--- config.mk ---
export PLATFORM = sky130hd
export DESIGN_NAME = rr_priority_encoder_flat
export DESIGN_NICKNAME = d
export VERILOG_FILES = /design/src/rtl/rr_priority_encoder_pkg.sv /design/src/rtl/rr_priority_encoder_if.sv /design/src/rtl/rr_priority_encoder_prio_pick.sv /design/src/rtl/rr_priority_encoder.sv /design/src/flat_wrapper.sv
export SDC_FILE = /design/constraint.sdc
export NUM_CORES = 1
export LEC_CHECK = 0
export ABC_AREA = 0
export CORE_MARGIN = 5
export CORE_UTILIZATION = 41
export DETAILED_ROUTE_END_ITERATION = 10
export PLACE_DENSITY_LB_ADDON = 0.3
export SLEW_MARGIN = 15
export SYNTH_ARGS = -nofsm -noshare
export SYNTH_HDL_FRONTEND = slang
export SYNTH_SLANG_ARGS = --single-unit
--- constraint.sdc ---
create_clock -name clk -period 2.2 [get_ports clk]
set_clock_uncertainty 0.15 [all_clocks]
set_input_delay 0.66 -clock clk [delete_from_list [all_inputs] [get_ports clk]]
set_output_delay 0.66 -clock clk [all_outputs]
set_load 0.1 [all_outputs]
--- src/rtl/rr_priority_encoder_pkg.sv ---
`timescale 1ns/1ps
`default_nettype none
// ============================================================================
//  Module      : encoder_pkg
//  Description : Shared constants and helpers for the round-robin / fixed
//                priority encoder family.
//  Revision    : 1.0 - initial release
// ============================================================================
package encoder_pkg;

    // Priority mode encodings carried on the mode input.
    localparam logic MODE_FIXED = 1'b0;
    localparam logic MODE_RR    = 1'b1;

    // Index width that never collapses to zero bits (N=1/2 still need 1 bit).
    function automatic int clog2_min1(input int n);
        return (n <= 2) ? 1 : $clog2(n);
    endfunction

endpackage : encoder_pkg
`default_nettype wire

--- src/rtl/rr_priority_encoder_if.sv ---
`timescale 1ns/1ps
`default_nettype none
// ============================================================================
//  Module      : rr_priority_encoder_if
//  Description : Request/mode inputs and valid/ready index output of the
//                priority encoder. slave = encoder view, master = requester
//                and downstream consumer view.
//  Revision    : 1.0 - initial release
// ============================================================================
interface rr_priority_encoder_if
    import encoder_pkg::*;
#(
    parameter int N = 8
) ();
    localparam int W = clog2_min1(N);

    logic [N-1:0] req;
    logic         enable;
    logic         mode;
    logic         out_ready;
    logic         out_valid;
    logic [W-1:0] out_idx;
    logic         g;

    modport slave (
        input  req,
        input  enable,
        input  mode,
        input  out_ready,
        output out_valid,
        output out_idx,
        output g
    );

    modport master (
        output req,
        output enable,
        output mode,
        output out_ready,
        input  out_valid,
        input  out_idx,
        input  g
    );

endinterface : rr_priority_encoder_if
`default_nettype wire

--- src/rtl/rr_priority_encoder_prio_pick.sv ---
`timescale 1ns/1ps
`default_nettype none
// ============================================================================
//  Module      : prio_pick
//  Description : Combinational find-first-set over an N-bit vector. HIGH=1
//                returns the highest set bit, HIGH=0 the lowest. found is 0
//                (and idx 0) when the vector is empty.
//  Revision    : 1.0 - initial release
// ============================================================================
module prio_pick
    import encoder_pkg::*;
#(
    parameter int N    = 8,
    parameter bit HIGH = 1'b1,
    localparam int W   = clog2_min1(N)
) (
    input  logic [N-1:0] vec,
    output logic [W-1:0] idx,
    output logic         found
);

    if (HIGH) begin : g_high
        // Ascending scan: the last set bit seen is the highest one.
        always_comb begin
            idx   = '0;
            found = 1'b0;
            for (int i = 0; i < N; i++) begin
                if (vec[i]) begin
                    idx   = W'(i);
                    found = 1'b1;
                end
            end
        end
    end else begin : g_low
        // Descending scan: the last set bit seen is the lowest one.
        always_comb begin
            idx   = '0;
            found = 1'b0;
            for (int i = N - 1; i >= 0; i--) begin
                if (vec[i]) begin
                    idx   = W'(i);
                    found = 1'b1;
                end
            end
        end
    end

endmodule : prio_pick
`default_nettype wire

--- src/rtl/rr_priority_encoder.sv ---
`timescale 1ns/1ps
`default_nettype none
// ============================================================================
//  Module      : rr_priority_encoder
//  Description : Registered N-to-log2(N) priority encoder with fixed
//                (highest index wins) or round-robin priority and a
//                valid/ready output stage. g is the registered group flag.
//  Revision    : 1.0 - initial release
// ============================================================================
module rr_priority_encoder
    import encoder_pkg::*;
#(
    parameter int  N = 8,
    localparam int W = clog2_min1(N)
) (
    input  logic                    clk,
    input  logic                    rst_n,
    rr_priority_encoder_if.slave    bus
);

    logic [W-1:0] r_ptr;
    logic [W-1:0] r_idx;
    logic         r_valid;
    logic         r_g;

    logic [N-1:0] w_mask;
    logic [W-1:0] w_msk_idx;
    logic         w_msk_found;
    logic [W-1:0] w_lo_idx;
    logic         w_lo_found;
    logic [W-1:0] w_hi_idx;
    logic         w_hi_found;
    logic         w_any;
    logic [W-1:0] w_winner;
    logic [W-1:0] w_ptr_next;
    logic         w_cap;

    // Thermometer mask selecting request lines at or above the pointer.
    for (genvar i = 0; i < N; i++) begin : g_mask
        assign w_mask[i] = (r_ptr <= W'(i));
    end

    // Round-robin search restricted to lines >= ptr.
    prio_pick #(.N(N), .HIGH(1'b0)) u_rr_masked (
        .vec   (bus.req & w_mask),
        .idx   (w_msk_idx),
        .found (w_msk_found)
    );

    // Round-robin wrap candidate: lowest request overall.
    prio_pick #(.N(N), .HIGH(1'b0)) u_rr_raw (
        .vec   (bus.req),
        .idx   (w_lo_idx),
        .found (w_lo_found)
    );

    // Fixed-priority winner: highest request.
    prio_pick #(.N(N), .HIGH(1'b1)) u_fixed (
        .vec   (bus.req),
        .idx   (w_hi_idx),
        .found (w_hi_found)
    );

    // Both full-vector searches agree on whether any line is requesting.
    assign w_any = w_lo_found | w_hi_found;

    assign w_winner = (bus.mode == MODE_RR)
                    ? (w_msk_found ? w_msk_idx : w_lo_idx)
                    : w_hi_idx;

    // Pointer advances past the winner, wrapping at N-1 (not at 2**W).
    assign w_ptr_next = (w_winner == W'(N - 1)) ? '0 : W'(w_winner + 1'b1);

    // Capture when the output slot is empty or being drained this edge.
    assign w_cap = bus.enable & w_any & (~r_valid | bus.out_ready);

    // Output register: capture a winner, drain on accept, otherwise hold.
    always_ff @(posedge clk or negedge rst_n) begin
        if (!rst_n) begin
            r_valid <= 1'b0;
            r_idx   <= '0;
        end else if (w_cap) begin
            r_valid <= 1'b1;
            r_idx   <= w_winner;
        end else if (r_valid && bus.out_ready) begin
            r_valid <= 1'b0;
        end
    end

    // Rotating pointer moves only on round-robin captures.
    always_ff @(posedge clk or negedge rst_n) begin
        if (!rst_n) begin
            r_ptr <= '0;
        end else if (w_cap && (bus.mode == MODE_RR)) begin
            r_ptr <= w_ptr_next;
        end
    end

    // Group flag follows enable & any-request every cycle, ignoring handshake.
    always_ff @(posedge clk or negedge rst_n) begin
        if (!rst_n) begin
            r_g <= 1'b0;
        end else begin
            r_g <= bus.enable & w_any;
        end
    end

    assign bus.out_valid = r_valid;
    assign bus.out_idx   = r_idx;
    assign bus.g         = r_g;

endmodule : rr_priority_encoder
`default_nettype wire

--- src/flat_wrapper.sv ---
// flat-port wrapper written by rule: the top's interface ports become plain ports
module rr_priority_encoder_flat import encoder_pkg::*;
#(
    parameter int  N = 8,
    localparam int W = clog2_min1(N)
)
  (clk, rst_n, bus_req, bus_enable, bus_mode, bus_out_ready, bus_out_valid, bus_out_idx, bus_g);
  rr_priority_encoder_if #(.N(N)) bus_i ();
  input  logic clk;
  input  logic rst_n;
  input wire logic [$bits(bus_i.req)-1:0] bus_req;
  input wire logic [$bits(bus_i.enable)-1:0] bus_enable;
  input wire logic [$bits(bus_i.mode)-1:0] bus_mode;
  input wire logic [$bits(bus_i.out_ready)-1:0] bus_out_ready;
  output wire logic [$bits(bus_i.out_valid)-1:0] bus_out_valid;
  output wire logic [$bits(bus_i.out_idx)-1:0] bus_out_idx;
  output wire logic [$bits(bus_i.g)-1:0] bus_g;
  assign bus_i.req = bus_req;
  assign bus_i.enable = bus_enable;
  assign bus_i.mode = bus_mode;
  assign bus_i.out_ready = bus_out_ready;
  assign bus_out_valid = bus_i.out_valid;
  assign bus_out_idx = bus_i.out_idx;
  assign bus_g = bus_i.g;
  rr_priority_encoder #(.N(N)) u_core (.clk(clk), .rst_n(rst_n), .bus(bus_i));
endmodule
==> flow_summary.yaml, run 1 <==
outcome:
  status: "finished, violations left"
  violations: "setup timing"
sta:
  hold_violations: 0
  max_freq_ghz: 0.389
  rsz0062_at_grt: "true"
  relSlewSlack: 0.759
  setup_viol: 4
  layout_worst_path_cycle_share: 1.17
  whs_ns: 0.397
  tns_ns: -1.17
  period_needed_ns: 2.57
  finalMaxSlewViolations: 0
  fin_ws_ns: -0.369
  worst_slew_pin_slew_ns: 0.360
floorplanning:
  dieArea_mm2: 0.00245
  core_area_mm2: 0.00149
  pin_count: 18
  start_util: 0.430
  die_w_um: 49.5
  die_h_um: 49.5
  row_count: 14
clock_network:
  path_clk_slew_ns: 0.05
  insertion_delay_ns: 0.25
  hold_buffers: 0
  cts-root-buf: "clkbuf_4"
  max-clock-path-buffers: 2
  cts_inserted_buffers: 3
  cts_tree: "yes"
  h-tree-depth: 1
  cts.sinks: 8
global_route:
  grt.overflow.total: 0
  grt_max_degree: 9
  antenna_found_initial: 0
  grt_pass1_vias: 778
  grt_pass1_wl_mm: 3.53
  grt_use_total: 0.182
yosys:
  synth_seq_cells: 8
  synth_nets: 89
  synth_area_leaders: "dfrtp_1 31%, mux2_1 5.3%, nand2_1 4.7%, o31ai_1 4.7%, a21oi_1 3.9%"
  ys_top_cells_by_count: "8 x dfrtp_1, 8 x nand2_1, 5 x a21oi_1, 5 x nor2_1"
  synth_top_cell_by_area: "dfrtp_1"
  ys.flop_type: "dfrtp_1"
  synth.distinct_cells: 33
  yosysSeqAreaShare: 0.313
  yosysWarnings: 0
  synth.cell_area_um2: 641
  syn_area_per_cell_um2: 8.66
  netlist_instances: 74
  yosysTopAreaCellShare: 0.313
  synth_edf_count: 0
  synthArstFlopShare: 1.00
critical_path:
  critPathArrivalTime_ns: 2.55
  r2r_end: "u_core.r_ptr[2]"
  critPathMaxFanout: 5
  end_kind: "flop"
  r2r_slack_ns: -0.30
  worstReg2RegStart: "u_core.r_ptr[1]"
  slowest_delay_ns: 0.30
  cp-start-kind: "input port"
  path_cells: "buf_8, a21boi_2, o21ai_2, nand3b_1, o31ai_2, a21oi_1, nor2_1, ha_2, ha_4, mux2_4"
  cp_slowest_cell: "o31ai_2"
  cpLargestDelayFamily: "compound AO/OA/AOI/OAI gates"
  critical_path_required_ns: 2.18
  crit_type: "in -> reg"
  rr_worst_depth: 9
  worstPathBufferInverterCount: 1
power_and_ir_drop:
  clockPowerShare: 0.095
  power_frac_seq: 0.230
  intPower_uw: 642
  p_switching_uw: 522
  max-vdd-ir-drop_uv: 958
  p_sw_frac: 0.448
  combPwrFrac: 0.675
  p_leak_nw: 0.558
  power_mw: 1.16
  cellPowerDensity_mw_per_mm2: 955
hold_path:
  min_to: "u_core.bus.out_idx[0]"
  hold_start: "u_core.bus.out_idx[0]"
  hp-class: "reg -> reg"
  hold_depth: 2
place:
  placed_cell_area_mm2: 0.00103
  gp_congestion: 0.903
  hpwl_mm: 1.44
  dp_cells: 126
  place.port_buffers: 17
detailed_routing:
  dr.pass1.iters: 4
  ant_nets: 0
  drcViolationCount: 0
  via_per_inst: 5.94
  wl_mm: 2.28
  drt_iter0_drc: 52
  vias: 820
  post_drt_wl_per_cell_um: 16.5
final_layout:
  stdcell_count: 138
  area_delta_synth_final_pct: 90.2
  final_area_mm2: 0.00122
  diodes: 0
  drive_above_1_share: 0.590
  fin_nets: 139
job:
  maxCapViolations: 0
==> power groups by stage <==
stage	sequential [mW]	combinational, mW	clock (mW)
6_report	0.267	0.785	0.111
5_1_grt	0.276	0.825	0.131
4_1_cts	0.259	0.692	0.116
3_5_place_dp	0.252	0.583	0
3_3_place_gp	0.251	0.567	0
2_1_floorplan	0.371	0.192	0
==> cell families after synthesis <==
family | Yosys count | synth area share
and+or+nand+nor | 30 | 0.277
AOI/OAI and AO/OA | 26 | 0.287
DFF | 8 | 0.312
buffers and inverters | 5 | 0.0312
muxes | 3 | 0.0527
adders and majority gates | 2 | 0.0391
==> placed cells by master, fill, tap and decap left out, drive strengths merged <==
cell type      instances
buf                   41
nand2                  9
dfrtp                  8
a21oi                  5
o21ai                  5
nor2                   5
inv                    4
o31ai                  4
mux2                   3
clkbuf                 3
clkdlybuf4s50          3
nand3                  3
or3                    3
a21boi                 3
a22o                   2
a211oi                 2
and2                   2
nand2b                 2
ha                     2
a22oi                  1
o2111ai                1
nor2b                  1
nand3b                 1
nor4b                  1
o21bai                 1
or2                    1
or4                    1
a32o                   1
nor3                   1
o21a                   1
dlygate4sd2            1
clkdlybuf4s15          1
==> layout make-up <==
cell class                      count  area, um^2
Multi-Input combinational cell     61         534
Inverter                            4        15.0
Sequential cell                     8         200
Timing Repair Buffer               46         427
Tap cell                           16        20.0
Fill cell                          78         270
Clock buffer                        3        22.5
==> tightest hold or removal path, cell delays in order (launching register included) <==
cell and delay [ns]:
dfrtp_1 0.39, nand2_1 0.08, o31ai_2 0.05
==> flip-flops by register name (all words and copies together), names as in the netlist <==
signal,cells
u_core.bus.g,1
u_core.bus.out_idx,3
u_core.bus.out_valid,1
u_core.r_ptr,3
==> per-layer routing <==
layer  track usage  vias to the layer above  wire length (um)
met3        0.0542                        7               274
li1              -                      375                 -
met5             0                        -                 0
met2         0.282                       59              1090
met1         0.248                      379               886
met4        0.0393                        0                34
==> worst max path at each step <==
stage	to	cells after the start	startpoint	slack, ns
2_1_floorplan	u_core.r_ptr[2]	9	bus_req[6]	-0.23
3_3_place_gp	u_core.r_ptr[2]	10	bus_req[4]	-0.86
3_5_place_dp	u_core.r_ptr[2]	10	bus_req[4]	-0.94
4_1_cts	u_core.r_ptr[2]	10	bus_req[4]	-0.20
5_1_grt	u_core.r_ptr[2]	10	bus_req[2]	-0.42
6_report	u_core.r_ptr[2]	10	bus_req[4]	-0.37
==> per-stage QoR <==
stage,utilization,setup slack (ns)
2_1_floorplan,-,-0.233
6_report,0.818,-0.369
3_5_place_dp,0.692,-0.942
5_1_grt,0.818,-0.425
3_3_place_gp,0.692,-0.858
4_1_cts,0.775,-0.205
==> what timing repair did <==
| item | 4_1_cts | 5_1_grt |
|---|---|---|
| setup buffers | 6 | 4 |
| resized for setup | 50 | 12 |
| pin swaps | 13 | 12 |
| setup endpoints to repair | 7 | 6 |
Note: power is estimated with default switching activity, not from simulation.
==> run 2: changes to the inputs <==
--- a/config.mk
+++ b/config.mk
@@ -7,10 +7,11 @@
 export LEC_CHECK = 0
 export ABC_AREA = 0
 export CORE_MARGIN = 5
-export CORE_UTILIZATION = 41
+export CORE_UTILIZATION = 42
 export DETAILED_ROUTE_END_ITERATION = 10
 export PLACE_DENSITY_LB_ADDON = 0.3
 export SLEW_MARGIN = 15
 export SYNTH_ARGS = -nofsm -noshare
 export SYNTH_HDL_FRONTEND = slang
+export SYNTH_HIERARCHICAL = 1
 export SYNTH_SLANG_ARGS = --single-unit
==> run 2 against run 1 <==
Net effect:
- the flow still finishes with violations (setup timing)
- clock power increased by 5%
- hold slack improved by 0.033 ns
- synthesized cell count increased by 9.5%
- register-to-register slack got worse by 0.07 ns
- highest routed layer unchanged
- wire length increased by 21%
- critical endpoint is now u_core/r_ptr[2]
- area after synthesis increased by 6.3%
- global-route usage increased by 2.1 points
- die area increased by 2.9%
- maximum frequency decreased by 1.8%
- via count increased by 3.2%
- sequential power about the same
==> flow_summary.yaml, run 2 <==
outcome:
  status: "finished, violations left"
  violations: "setup timing"
job:
  maxCapViolations: 0
place:
  gp_congestion: 0.878
  place.port_buffers: 17
  placed_cell_area_mm2: 0.00114
  hpwl_mm: 1.75
critical_path:
  path_cells: "dlygate4sd2_1, buf_6, nor2_1, o21ai_1, a211oi_2, mux2i_2, a21oi_2, ha_2, ha_4, mux2_4"
  end_kind: "flop"
  cp-start-kind: "input port"
  cp_slowest_cell: "a211oi_2"
  critical_path_required_ns: 2.18
  critPathArrivalTime_ns: 2.60
  crit_type: "in -> reg"
  critPathMaxFanout: 6
  slowest_delay_ns: 0.28
yosys:
  synth_area_leaders: "dfrtp_1 29%, mux2_2 8.3%, nor2_1 6.1%, mux2i_1 5.9%, nor2b_1 4.6%"
  synth_nets: 96
  syn_area_per_cell_um2: 8.40
  yosysSeqAreaShare: 0.294
  synthArstFlopShare: 1.00
  yosysWarnings: 6
  netlist_instances: 81
  yosysMostFrequentCell: "nor2_1"
  synth_top_cell_by_area: "dfrtp_1"
  synth.cell_area_um2: 681
  ys_top_cells_by_count: "11 x nor2_1, 8 x dfrtp_1, 6 x a21oi_1, 6 x inv_1"
  ys.flop_type: "dfrtp_1"
  synth.distinct_cells: 28
  synth_edf_count: 0
  synth_seq_cells: 8
  yosysTopAreaCellShare: 0.294
global_route:
  grt_use_total: 0.203
  grt.overflow.total: 0
  grt_pass1_wl_mm: 4.03
  grt_max_degree: 9
  grt_pass1_vias: 891
  antenna_found_initial: 0
floorplanning:
  pin_count: 18
  core_area_mm2: 0.00152
  die_h_um: 50.3
  start_util: 0.447
  die_w_um: 50.3
  row_count: 14
  dieArea_mm2: 0.00253
sta:
  layout_worst_path_cycle_share: 1.19
  setup_viol: 6
  whs_ns: 0.430
  relSlewSlack: 0.766
  hold_violations: 0
  fin_ws_ns: -0.415
  period_needed_ns: 2.62
  max_freq_ghz: 0.382
  worst_slew_pin_slew_ns: 0.347
  finalMaxSlewViolations: 0
  rsz0062_at_grt: "true"
clock_network:
  hold_buffers: 0
  h-tree-depth: 1
  cts_tree: "yes"
  cts_inserted_buffers: 3
  max-clock-path-buffers: 2
  path_clk_slew_ns: 0.06
  cts-root-buf: "clkbuf_4"
  insertion_delay_ns: 0.25
  cts.sinks: 8
final_layout:
  mostFrequentLayoutCell: "buf_4"
  fin_nets: 147
  fill_cells: 61
  diodes: 0
  area_delta_synth_final_pct: 105
  final_area_mm2: 0.00140
  final_core_utilization: 0.916
  final_cell_mix: "25 x buf_4, 11 x nor2_1, 7 x dfrtp_1"
  drive_above_1_share: 0.611
detailed_routing:
  dr.pass1.iters: 4
  drcViolationCount: 0
  vias: 846
  ant_nets: 0
  drt_iter0_drc: 14
  post_drt_wl_per_cell_um: 18.8
  wl_mm: 2.76
  via_per_inst: 5.76
power_and_ir_drop:
  combPwrFrac: 0.764
  cellPowerDensity_mw_per_mm2: 1180
  clockPowerShare: 0.071
  max-vdd-ir-drop_uv: 1130
  p_switching_uw: 748
  intPower_uw: 895
  p_sw_frac: 0.455
  p_leak_nw: 0.614
  power_frac_seq: 0.165
hold_path:
  hp-class: "reg -> reg"
-- run 2: metal layers --
metal,wire [um],track usage,up-vias
li1,-,-,395
met1,1040,0.203,412
met2,1540,0.377,35
met3,135,0.0533,4
met4,46,0.105,0
met5,0,0,-
-- run 2: critical path, delay by kind of cell --
kind	cells	cell delay (ns)
AO/OA/AOI/OAI	3	0.59
AND/OR/NAND/NOR	1	0.15
buffers and inverters	2	0.39
adder cells (fa/ha/maj)	2	0.42
multiplexers	2	0.38
-- run 2: cell families (layout without fill, tap and decap cells) --
logic type      Yosys count  in the layout  share of synthesized area
compound gates           22             22                      0.215
mux                       9              9                      0.142
fa+ha+maj                 2              2                     0.0368
simple gates             32             32                      0.268
buf+inv                   8             58                     0.0441
flops                     8              8                      0.294
-- run 2: layout make-up --
| cell class | count | area [um^2] | area share |
|---|---|---|---|
| Multi-Input combinational cell | 65 | 672 | 0.481 |
| Tap cell | 16 | 20.0 | 0.0143 |
| Inverter | 7 | 26.3 | 0.0188 |
| Sequential cell | 8 | 201 | 0.144 |
| Timing Repair Buffer | 47 | 450 | 0.323 |
| Clock buffer | 4 | 26.3 | 0.0188 |
-- run 2: metrics by stage --
step,power [mW],worst slack (ns),instances,TNS [ns]
final,1.64,-0.415,147,-1.27
after global routing,1.73,-0.500,147,-1.85
after CTS,1.53,-0.281,144,-0.657
after detailed placement,1.16,-0.965,133,-5.13
after global placement,1.13,-0.894,133,-4.65
after floorplan,0.782,-0.241,81,-0.469
-- run 2: timing repair --
action                     CTS  global route
pin swaps                   15             8
gates cloned                 0             0
hold endpoints to repair     0             0
setup endpoints to repair    7             6
setup buffers                9             5
gates resized for setup     53             9
-- run 2: worst paths after layout --
| kind | slack [ns] | start | cells after the start | endpoint |
|---|---|---|---|---|
| min in group asynchronous | 0.53 | rst_n | 1 | u_core/bus.out_idx[2] |
| max | -0.42 | bus_req[4] | 10 | u_core/r_ptr[2] |
| min reg2reg | 0.43 | u_core/bus.out_idx[0] | 1 | u_core/bus.out_idx[0] |
| max reg2reg | -0.37 | u_core/r_ptr[2] | 10 | u_core/r_ptr[2] |
| max in group asynchronous | 1.09 | rst_n | 1 | u_core/r_ptr[2] |
| min | 0.43 | u_core/bus.out_idx[0] | 1 | u_core/bus.out_idx[0] |
-- run 2: power by group through the flow --
stage / Clock, mW / Sequential, mW / Combinational [mW]
global route: 0.137 / 0.279 / 1.31
CTS: 0.123 / 0.276 / 1.13
global placement: 0 / 0.266 / 0.859
floorplan: 0 / 0.479 / 0.302
detailed placement: 0 / 0.271 / 0.894
finish: 0.117 / 0.270 / 1.26
==> run 3: changes to the inputs <==
--- a/config.mk
+++ b/config.mk
@@ -6,8 +6,10 @@
 export NUM_CORES = 1
 export LEC_CHECK = 0
 export ABC_AREA = 0
+export CAP_MARGIN = 20
 export CORE_MARGIN = 5
-export CORE_UTILIZATION = 42
+export CORE_UTILIZATION = 44
+export CTS_BUF_LIST = sky130_fd_sc_hd__clkbuf_8
 export DETAILED_ROUTE_END_ITERATION = 10
 export PLACE_DENSITY_LB_ADDON = 0.3
 export SLEW_MARGIN = 15
==> run 3 against run 2 <==
Net effect:
- the flow now stops in global routing
- area after synthesis unchanged
- synthesized cell count is the same
==> flow_summary.yaml, run 3 <==
yosys:
  yosysMostFrequentCell: "nor2_1"
  synth_edf_count: 0
  yosysWarnings: 6
  synth_nets: 96
  netlist_instances: 81
  synth_area_leaders: "dfrtp_1 29%, mux2_2 8.3%, nor2_1 6.1%, mux2i_1 5.9%, nor2b_1 4.6%"
  synth.distinct_cells: 28
  syn_area_per_cell_um2: 8.40
  yosysSeqAreaShare: 0.294
  yosysTopAreaCellShare: 0.294
  ys.flop_type: "dfrtp_1"
  synth_top_cell_by_area: "dfrtp_1"
  synth_seq_cells: 8
  ys_top_cells_by_count: "11 x nor2_1, 8 x dfrtp_1, 6 x a21oi_1, 6 x inv_1"
  synth.cell_area_um2: 681
  synthArstFlopShare: 1.00
clock_network:
  hold_buffers: 0
  cts-root-buf: "clkbuf_8"
  h-tree-depth: 1
  max-clock-path-buffers: 2
  cts_inserted_buffers: 3
  cts.sinks: 8
place:
  placed_cell_area_mm2: 0.00115
  place.port_buffers: 17
  hpwl_mm: 1.84
  post-place-ws_ns: -1.07
  gp_congestion: 0.922
floorplanning:
  die_h_um: 49.3
  row_count: 14
  start_util: 0.457
  pin_count: 18
  die_w_um: 49.3
outcome:
  failed_stage: "global routing"
  firstError: "[ERROR DPL-0038] Utilization greater than 100%, impossible to legalize"
  status: "aborted with a tool error"
global_route:
  grt_max_degree: 9
sta:
  worst-ep-kind: "register input"
  worst_endpoint: "u_core/r_ptr[2]$_DFFE_PN0P_/D"
[run 3: metrics by stage]
step                instances  hold WS [ns]
floorplan                  81         0.214
global placement          134         0.379
detailed placement        134         0.383
CTS                       150         0.447
[run 3: logic make-up after synthesis]
group,count (synthesis),synth area share
and+or+nand+nor,32,0.268
muxes,9,0.142
DFF,8,0.294
buffers and inverters,8,0.0441
AOI/OAI and AO/OA,22,0.215
adders and majority gates,2,0.0368
[run 3: timing repair]
item                                    4_1_cts
resized for setup                            64
pin swaps                                    14
hold endpoints to repair                      0
endpoints found under the setup margin        8
setup buffers                                13
==> run 4: changes to the inputs <==
--- a/config.mk
+++ b/config.mk
@@ -7,11 +7,10 @@
 export LEC_CHECK = 0
 export ABC_AREA = 0
 export CAP_MARGIN = 20
-export CORE_MARGIN = 5
-export CORE_UTILIZATION = 44
-export CTS_BUF_LIST = sky130_fd_sc_hd__clkbuf_8
+export CORE_AREA = 5 5 66 68
 export DETAILED_ROUTE_END_ITERATION = 10
-export PLACE_DENSITY_LB_ADDON = 0.3
+export DIE_AREA = 0 0 71 73
+export PLACE_DENSITY_LB_ADDON = 0.15
 export SLEW_MARGIN = 15
 export SYNTH_ARGS = -nofsm -noshare
 export SYNTH_HDL_FRONTEND = slang
==> constraint.sdc (replaced) <==
create_clock -name clk -period 2.9 [get_ports clk]
set_clock_uncertainty 0.15 [all_clocks]
set_input_delay 0.87 -clock clk [delete_from_list [all_inputs] [get_ports clk]]
set_output_delay 0.87 -clock clk [all_outputs]
set_load 0.1 [all_outputs]
==> run 4 against run 3 <==
Net effect:
- the run now ends clean
==> flow_summary.yaml, run 4 (same netlist as run 2, synthesis figures left out) <==
hold_path:
  hold_depth: 1
  hold_start: "u_core/bus.out_idx[0]"
  hp-class: "reg -> reg"
  min_to: "u_core/bus.out_idx[0]"
final_layout:
  fin_nets: 140
  area_delta_synth_final_pct: 85.7
  drive_above_1_share: 0.512
  multiInputGateArea_um2: 612
  final_cell_mix: "27 x buf_4, 11 x nor2_1, 7 x dfrtp_1"
  diodes: 0
  mostFrequentLayoutCell: "buf_4"
  stdcell_count: 173
  final_area_mm2: 0.00126
  fill_cells: 415
  seqCellArea_um2: 201
  final_core_utilization: 0.333
clock_network:
  insertion_delay_ns: 0.23
  hold_buffers: 0
  cts_inserted_buffers: 3
  cts_tree: "yes"
  max-clock-path-buffers: 2
  path_clk_slew_ns: 0.04
  h-tree-depth: 1
  cts.sinks: 8
  cts-root-buf: "clkbuf_8"
critical_path:
  path_cells: "dlygate4sd2_1, nor3b_4, nor4_4, nand2_2, mux2i_4, a21oi_2, ha_2, ha_1, mux2_2"
  r2r_end: "u_core/r_ptr[2]"
  end_kind: "flop"
  worstReg2RegStart: "u_core/r_ptr[1]"
  r2r_slack_ns: 0.21
  cp_slowest_cell: "nor4_4"
  cp-start-kind: "input port"
  critical_path_required_ns: 2.86
  crit_type: "in -> reg"
  critPathArrivalTime_ns: 2.73
  critPathMaxFanout: 3
  rr_worst_depth: 10
  slowest_delay_ns: 0.26
floorplanning:
  die_h_um: 73
  die_w_um: 71
  row_count: 23
  start_util: 0.179
  dieArea_mm2: 0.00518
  core_area_mm2: 0.00380
  pin_count: 18
detailed_routing:
  vias: 755
  drcViolationCount: 0
  wl_mm: 2.21
  drt_iter0_drc: 36
  post_drt_wl_per_cell_um: 12.8
  dr.pass1.iters: 3
  via_per_inst: 4.36
  ant_nets: 0
sta:
  setup_viol: 0
  rsz0062_at_grt: "false"
  whs_ns: 0.363
  period_needed_ns: 2.77
  relSlewSlack: 0.668
  worst_slew_pin_slew_ns: 0.498
  layout_worst_path_cycle_share: 0.956
  finalMaxSlewViolations: 0
  max_freq_ghz: 0.361
  hold_violations: 0
  tns_ns: 0
global_route:
  grt.overflow.total: 0
  antenna_found_initial: 0
  grt_use_total: 0.0948
  grt_pass1_vias: 846
  grt_pass1_wl_mm: 3.91
  grt_max_degree: 9
place:
  place.port_buffers: 17
  dp_cells: 165
  hpwl_mm: 1.68
  placed_cell_area_mm2: 0.00103
  gp_congestion: 0.890
power_and_ir_drop:
  cellPowerDensity_mw_per_mm2: 808
  max-vdd-ir-drop_uv: 555
  p_leak_nw: 0.539
job:
  maxCapViolations: 0
outcome:
  status: "completed"
[run 4: through the flow]
step                worst slack (ns)  power [mW]
finish                         0.128        1.02
global route                 0.00801        1.09
CTS                           0.0285        1.00
detailed placement            -0.556       0.690
global placement              -0.502       0.691
floorplan                     0.0162       0.527
[run 4: worst max-delay path by stage]
| stage | startpoint | slack [ns] | endpoint |
|---|---|---|---|
| after floorplan | bus_req[0] | 0.02 | u_core/r_ptr[2] |
| after global placement | bus_req[5] | -0.50 | u_core/r_ptr[2] |
| after detailed placement | bus_req[5] | -0.56 | u_core/r_ptr[2] |
| after CTS | bus_req[2] | 0.03 | u_core/r_ptr[2] |
| after global routing | bus_req[1] | 0.008 | u_core/r_ptr[2] |
| final | bus_req[1] | 0.13 | u_core/r_ptr[2] |
[run 4: worst max-delay path, delay by kind of cell]
kind | cells | cell delay, ns
adder cells (fa/ha/maj) | 2 | 0.39
AO/OA/AOI/OAI | 1 | 0.18
AND/OR/NAND/NOR | 3 | 0.57
buffers and inverters | 1 | 0.25
multiplexers | 2 | 0.47
[run 4: area by class of cell]
type	count	area share
Multi-Input combinational cell	65	0.484
Clock buffer	3	0.0327
Timing Repair Buffer	40	0.253
Tap cell	50	0.0495
Inverter	7	0.0208
Sequential cell	8	0.159
[run 4: what timing repair did]
item                       in CTS  in global routing
resized for setup              35                 12
setup buffers                   5                  2
setup endpoints to repair       4                  3
pin swaps                      11                  7
[run 4: where the power goes]
group,total [mW],leakage [nW],internal (mW),switching [mW]
combinational,0.633,0.428,0.285,0.348
clock,0.132,0.0216,0.0898,0.0421
sequential,0.257,0.0898,0.154,0.103
total,1.02,0.539,0.528,0.493
[run 4: routing by layer]
layer  up-vias  GRT usage  wire length [um]
met5         -          0                 0
met2        21      0.164              1100
met4         0     0.0438                56
li1        376          -                 -
met3         6     0.0193                99
met1       352      0.113               954
